<file path="src/rtl/riscv_pkg.sv">
// riscv_pkg: shared ALU codes, RV32I opcode/funct3 constants and the ID/EX payload type.
package riscv_pkg;

    typedef enum logic [2:0] {
        ALU_ADD = 3'b000,
        ALU_SUB = 3'b001,
        ALU_AND = 3'b010,
        ALU_OR  = 3'b011,
        ALU_SLT = 3'b101
    } alu_op_e;

    localparam logic [6:0] OP_R      = 7'b0110011;
    localparam logic [6:0] OP_I      = 7'b0010011;
    localparam logic [6:0] OP_LOAD   = 7'b0000011;
    localparam logic [6:0] OP_STORE  = 7'b0100011;
    localparam logic [6:0] OP_BRANCH = 7'b1100011;

    localparam logic [2:0] F3_ADD = 3'b000;
    localparam logic [2:0] F3_SLT = 3'b010;
    localparam logic [2:0] F3_OR  = 3'b110;
    localparam logic [2:0] F3_AND = 3'b111;
    localparam logic [2:0] F3_LW  = 3'b010;
    localparam logic [2:0] F3_SW  = 3'b010;
    localparam logic [2:0] F3_BEQ = 3'b000;

    typedef struct packed {
        logic [31:0] a;
        logic [31:0] b;
        alu_op_e     alu_control;
        logic [4:0]  rd;
        logic        reg_write;
        logic        mem_read;
        logic        mem_write;
        logic        branch;
        logic [31:0] store_data;
        logic [31:0] branch_target;
        logic [31:0] pc;
        logic        illegal;
    } id_ex_t;

    function automatic logic f3_alu_ok(input logic [2:0] f3);
        return f3 == F3_ADD || f3 == F3_AND || f3 == F3_OR || f3 == F3_SLT;
    endfunction

    function automatic alu_op_e f3_to_alu(input logic [2:0] f3);
        return f3 == F3_AND ? ALU_AND : f3 == F3_OR ? ALU_OR : f3 == F3_SLT ? ALU_SLT : ALU_ADD;
    endfunction

endpackage

</file>
<file path="src/rtl/instr_decoder.sv">
// instr_decoder: combinational RV32I subset decode into ALU control, flags and immediate.
module instr_decoder
    import riscv_pkg::*;
(
    input  logic [31:0] instr,
    output alu_op_e     alu_control,
    output logic [4:0]  rd,
    output logic        reg_write,
    output logic        mem_read,
    output logic        mem_write,
    output logic        branch,
    output logic        illegal,
    output logic        use_imm,
    output logic [31:0] imm
);
    logic [6:0] op;
    logic [2:0] f3;
    logic       r_ok, i_ok, lw, sw, beq;

    always_comb begin
        op          = instr[6:0];
        f3          = instr[14:12];
        r_ok        = op == OP_R && f3_alu_ok(f3);
        i_ok        = op == OP_I && f3_alu_ok(f3);
        lw          = op == OP_LOAD && f3 == F3_LW;
        sw          = op == OP_STORE && f3 == F3_SW;
        beq         = op == OP_BRANCH && f3 == F3_BEQ;
        alu_control = (beq || (r_ok && f3 == F3_ADD && instr[30])) ? ALU_SUB :
                      (r_ok || i_ok) ? f3_to_alu(f3) : ALU_ADD;
        illegal     = !(r_ok || i_ok || lw || sw || beq);
        rd          = (sw || beq) ? 5'd0 : instr[11:7];
        reg_write   = (r_ok || i_ok || lw) && instr[11:7] != 5'd0;
        mem_read    = lw;
        mem_write   = sw;
        branch      = beq;
        use_imm     = i_ok || lw || sw;
        // one immediate port: S-form for stores, B-form for branches, I-form otherwise
        imm         = sw  ? {{20{instr[31]}}, instr[31:25], instr[11:7]} :
                      beq ? {{19{instr[31]}}, instr[31], instr[7], instr[30:25], instr[11:8], 1'b0} :
                            {{20{instr[31]}}, instr[31:20]};
    end
endmodule

</file>
<file path="src/rtl/id_ex_stage.sv">
// id_ex_stage: decode/issue stage feeding the ALU through a one-entry valid/ready register.
module id_ex_stage
    import riscv_pkg::*;
#(
    parameter int XLEN  = 32,
    parameter int CNT_W = 32
) (
    input  logic             clk,
    input  logic             rst,
    input  logic             flush,
    input  logic             in_valid,
    output logic             in_ready,
    input  logic [31:0]      in_instr,
    input  logic [XLEN-1:0]  in_pc,
    input  logic [XLEN-1:0]  rs1_data,
    input  logic [XLEN-1:0]  rs2_data,
    output logic             out_valid,
    input  logic             out_ready,
    output logic [XLEN-1:0]  out_a,
    output logic [XLEN-1:0]  out_b,
    output logic [2:0]       out_alu_control,
    output logic [4:0]       out_rd,
    output logic             out_reg_write,
    output logic             out_mem_read,
    output logic             out_mem_write,
    output logic             out_branch,
    output logic [XLEN-1:0]  out_store_data,
    output logic [XLEN-1:0]  out_branch_target,
    output logic [XLEN-1:0]  out_pc,
    output logic             out_illegal,
    output logic [CNT_W-1:0] issue_count
);
    alu_op_e          dec_alu;
    logic [4:0]       dec_rd;
    logic             dec_rw, dec_mr, dec_mw, dec_br, dec_ill, dec_use_imm;
    logic [31:0]      dec_imm;
    id_ex_t           payload_d, payload_q;
    logic             valid_q;
    logic [CNT_W-1:0] cnt_q;
    logic             accept, handshake;

    instr_decoder u_dec (
        .instr       (in_instr),
        .alu_control (dec_alu),
        .rd          (dec_rd),
        .reg_write   (dec_rw),
        .mem_read    (dec_mr),
        .mem_write   (dec_mw),
        .branch      (dec_br),
        .illegal     (dec_ill),
        .use_imm     (dec_use_imm),
        .imm         (dec_imm)
    );

    always_comb begin
        payload_d.a             = dec_ill ? '0 : rs1_data;
        payload_d.b             = dec_ill ? '0 : dec_use_imm ? dec_imm : rs2_data;
        payload_d.alu_control   = dec_alu;
        payload_d.rd            = dec_rd;
        payload_d.reg_write     = dec_rw;
        payload_d.mem_read      = dec_mr;
        payload_d.mem_write     = dec_mw;
        payload_d.branch        = dec_br;
        payload_d.store_data    = dec_mw ? rs2_data : '0;
        payload_d.branch_target = dec_br ? in_pc + dec_imm : '0;
        payload_d.pc            = in_pc;
        payload_d.illegal       = dec_ill;
    end

    assign in_ready  = !valid_q || out_ready;
    assign accept    = in_valid && in_ready;
    assign handshake = valid_q && out_ready;

    always_ff @(posedge clk) begin
        if (rst) begin
            valid_q   <= 1'b0;
            payload_q <= '0;
            cnt_q     <= '0;
        end else begin
            if (handshake)
                cnt_q <= cnt_q + CNT_W'(1);
            // flush drops both the held entry and anything accepted this cycle
            if (flush)
                valid_q <= 1'b0;
            else if (accept) begin
                valid_q   <= 1'b1;
                payload_q <= payload_d;
            end else if (handshake)
                valid_q <= 1'b0;
        end
    end

    assign out_valid         = valid_q;
    assign out_a             = payload_q.a;
    assign out_b             = payload_q.b;
    assign out_alu_control   = payload_q.alu_control;
    assign out_rd            = payload_q.rd;
    assign out_reg_write     = payload_q.reg_write;
    assign out_mem_read      = payload_q.mem_read;
    assign out_mem_write     = payload_q.mem_write;
    assign out_branch        = payload_q.branch;
    assign out_store_data    = payload_q.store_data;
    assign out_branch_target = payload_q.branch_target;
    assign out_pc            = payload_q.pc;
    assign out_illegal       = payload_q.illegal;
    assign issue_count       = cnt_q;
endmodule
</file>
<file path="config.mk">
export PLATFORM = sky130hd
export DESIGN_NAME = id_ex_stage
export DESIGN_NICKNAME = d
export VERILOG_FILES = /design/src/rtl/riscv_pkg.sv /design/src/rtl/instr_decoder.sv /design/src/rtl/id_ex_stage.sv
export SDC_FILE = /design/constraint.sdc
export NUM_CORES = 1
export LEC_CHECK = 0
export CAP_MARGIN = 30
export CORE_ASPECT_RATIO = 0.5
export CORE_MARGIN = 2
export CORE_UTILIZATION = 45
export CTS_CLUSTER_DIAMETER = 30
export CTS_CLUSTER_SIZE = 8
export DETAILED_ROUTE_END_ITERATION = 10
export GPL_TIMING_DRIVEN = 0
export PLACE_DENSITY = 0.87
export SYNTH_ARGS = -nofsm -noshare
export SYNTH_HDL_FRONTEND = slang
export SYNTH_SLANG_ARGS = --single-unit
</file>
<file path="constraint.sdc">
create_clock -name clk -period 4.4 [get_ports clk]
set_input_delay 0.88 -clock clk [delete_from_list [all_inputs] [get_ports clk]]
set_output_delay 0.88 -clock clk [all_outputs]
set_load 0.05 [all_outputs]
</file>
==> run metrics <==
cell depth of the worst flop-to-flop path=7; CP startpoint kind=input pin; clk buf depth=3; critical path required time=4780 ps; # DRC=0; worst r2r src=out_valid$_SDFFE_PP0P_; type of the worst min-delay path=reg2reg; status=completed; YS warnings=0; Vias per Instance=about 5.7; final antenna-violating net count=0; synthesized cell area=9470 um^2; crit path time final=4200 ps; sequential share of the synthesized area=43.6%; worst skew pair latency=510 ps; R2R Setup Slk=roughly 1700 ps; RR Endpoint=out_a[29]$_SDFFE_PP0P_; FF+latch count, synth=206; syn avg cell area=8.35 um^2; core area=slightly above 20000 um^2; Total GRT Usage=30.7%; leakage power=5.41 nW; Cell Chain, Critical Path=clkdlybuf4s50_1, nor3_4, nand3_1, nor3b_1, a21oi_1, o21ai_0, ha_1, fa_1, nand3_1, a211oi_1, o21ai_0, nand2_1, a21oi_1, and4_1, or3_1; num ports=340; Worst Max-Slew Pin Slew=about 920 ps; Max VDD drop=277 uV; top-area cell type share of the netlist area=43.6%; die width=209 um; Worst Setup EP=out_branch_target[24]$_SDFFE_PP0P_; CP Launch Point=in_instr[14]; Die Span Y=107 um; Syn Inst Count=approximately 1100; DRT Pass-1 Iters=5; Max stage delay cell, worst path=clkdlybuf4s50_1; CTS clk-pin slew, worst paths=around 50 ps; top cells by area, synth=dfxtp_1 (44%), nor2_1 (7.6%), a21oi_1 (6.1%), a22oi_1 (5.9%), nand2_1 (5.6%); vias=10200; largest net degree at the start of global routing=23; ys flop type=dfxtp_1; initial DRC count=719; CTS root buffer=clkbuf_16; cts hold-fix bufs=0; number of global-route vias before repair=10100; # setup viols final=0; Mapped Nets=between 1000 and 1500; Max Clock Skew=around 11 ps; die area=22300 um^2; initial antenna violation count=1; ys async rst share=0%; max_slew headroom=38.7%; post_cts resized=0; CTS Buf Count=35; Max Fclk=238 MHz; HPWL Detailed=26700 um; final hold violation count=0; total of max-cap violations=0; Setup Fix Bufs, Post-CTS=0; gr ovfl total=0; initial core utilization=45.9%; average wire per cell in the routed design=19.8 um; Post-synth EDFFs=0; Crit Path Class=in2reg; Sink Count=roughly 210; Cell Pwr Density=358 nW/um^2; Final period util=~95%; GPL Wtd Cong=0.965; final hold slack=about 450 ps; crit-path max FO=7; critical path arrival=between 4000 and 5000 ps; share of cells above drive strength 1=under 10%; NumNets Final=1671; row cnt=37; Port Buffer Count=331; Yosys cell types=65; first-pass GRT wire length=53900 um; H-tree levels=2; CTS tree=yes; Power Total=5.08 mW; Layout area overhead=50.0%; CP max stage delay=570 ps; RSZ-0062 raised after global routing=false; Synth area leader=dfxtp_1; endpoint class of the critical path=flip-flop; Slew Limit Fails=0; Routed WL=35400 um
-- worst min-delay path by stage --
stage                                  startpoint                                 end  slack, ps  cells past startpoint
5_1_grt         out_branch_target[5]$_SDFFE_PP0P_   out_branch_target[5]$_SDFFE_PP0P_        470                      2
4_1_cts        out_branch_target[27]$_SDFFE_PP0P_  out_branch_target[27]$_SDFFE_PP0P_        450                      2
2_1_floorplan  out_branch_target[13]$_SDFFE_PP0P_  out_branch_target[13]$_SDFFE_PP0P_        660                      2
6_report                  out_pc[19]$_SDFFE_PP0P_             out_pc[19]$_SDFFE_PP0P_        450                      2
3_3_place_gp               out_rd[4]$_SDFFE_PP0P_              out_rd[4]$_SDFFE_PP0P_        440                      2
3_5_place_dp   out_branch_target[27]$_SDFFE_PP0P_  out_branch_target[27]$_SDFFE_PP0P_        440                      2
-- synthesized netlist by cell type (8+ instances only) --
cell type    n
ha_1        34
xnor2_1     14
inv_1       12
nor2_1     192
mux2i_1     12
and3_1      12
dfxtp_1    206
o21ai_0     42
nand4_1     16
clkbuf_1    47
nand2_1    140
a2bb2oi_1   22
buf_2       16
xor2_1      40
a22oi_1     74
nor3_1       8
a21oi_1    115
nand3_1     23
-- report_power, final --
group / switching (mW) / internal (mW) / leakage (nW)
logic: 0.399 / 0.267 / 3.23
registers: 0.0103 / 1.89 / 1.66
clock network: 0.907 / 1.61 / 0.518
total: 1.32 / 3.77 / 5.41
-- placed cells by master (no fill, tap or decap), types with 34 or more instances in the layout --
cell / instances
clkdlybuf4s50_1: 331
a22oi_1: 74
dfxtp_1: 206
clkbuf_1: 51
ha_1: 34
a21oi_1: 115
o21ai_0: 42
nor2_1: 192
xor2_1: 40
clkbuf_16: 36
nand2_1: 140
-- worst max-delay path: cells and delay by family --
| kind | cells | cell delay, ps |
|---|---|---|
| compound gates | 5 | 1050 |
| buf+inv | 1 | 570 |
| simple gates | 7 | 1560 |
| fa+ha+maj | 2 | 510 |
-- flip-flops by register name, indices dropped and copies added (netlist names), 3 cells and up --
name / count
out_branch_target: 32
out_store_data: 32
out_rd: 5
issue_count: 32
out_a: 32
out_pc: 32
out_b: 32
out_alu_control: 3
-- stage by stage --
stage | utilization (%) | TNS [ps] | setup slack (ps) | cell area [um^2] | std cells
floorplan | - | 0 | 743 | 9470 | 1134
global placement | 63.7 | -647 | -185 | 13100 | 1738
detailed placement | 63.7 | -843 | -186 | 13100 | 1738
CTS | 68.9 | 0 | 314 | 14200 | 1790
global route | 68.9 | 0 | 19.2 | 14200 | 1792
finish | 68.9 | 0 | 198 | 14200 | 1792
-- cell families (layout without fill, tap and decap cells) --
| kind of cell | count (synthesis) | in the layout | synth area share [%] |
|---|---|---|---|
| flip-flops | 206 | 206 | 43.6 |
| AND/OR/NAND/NOR | 433 | 433 | 20.6 |
| AO/OA/AOI/OAI | 308 | 308 | 20.7 |
| other | 0 | 1 | 0 |
| XOR/XNOR | 54 | 54 | 5.00 |
| buffers and inverters | 81 | 465 | 3.60 |
| multiplexers | 17 | 17 | 1.86 |
| adder cells (fa/ha/maj) | 35 | 35 | 4.71 |
-- metal layers --
layer | track usage (%) | routed length, um
met1 | 35.7 | 14100
met4 | 15.9 | 1880
met2 | 53.2 | 17000
met5 | 0 | 0
met3 | 7.30 | 2470
-- cell type report --
type	instances	area (um^2)
fillers	1579	6400
multi-input cells	847	5000
flip-flops and latches	206	4120
repair buffers	332	3330
clock buffers	45	985
well taps	273	342
plain buffers	69	295
clock inverters	7	80.1
inverters	12	45.0
diodes	1	2.50
Power figures use the tool's default switching activity.
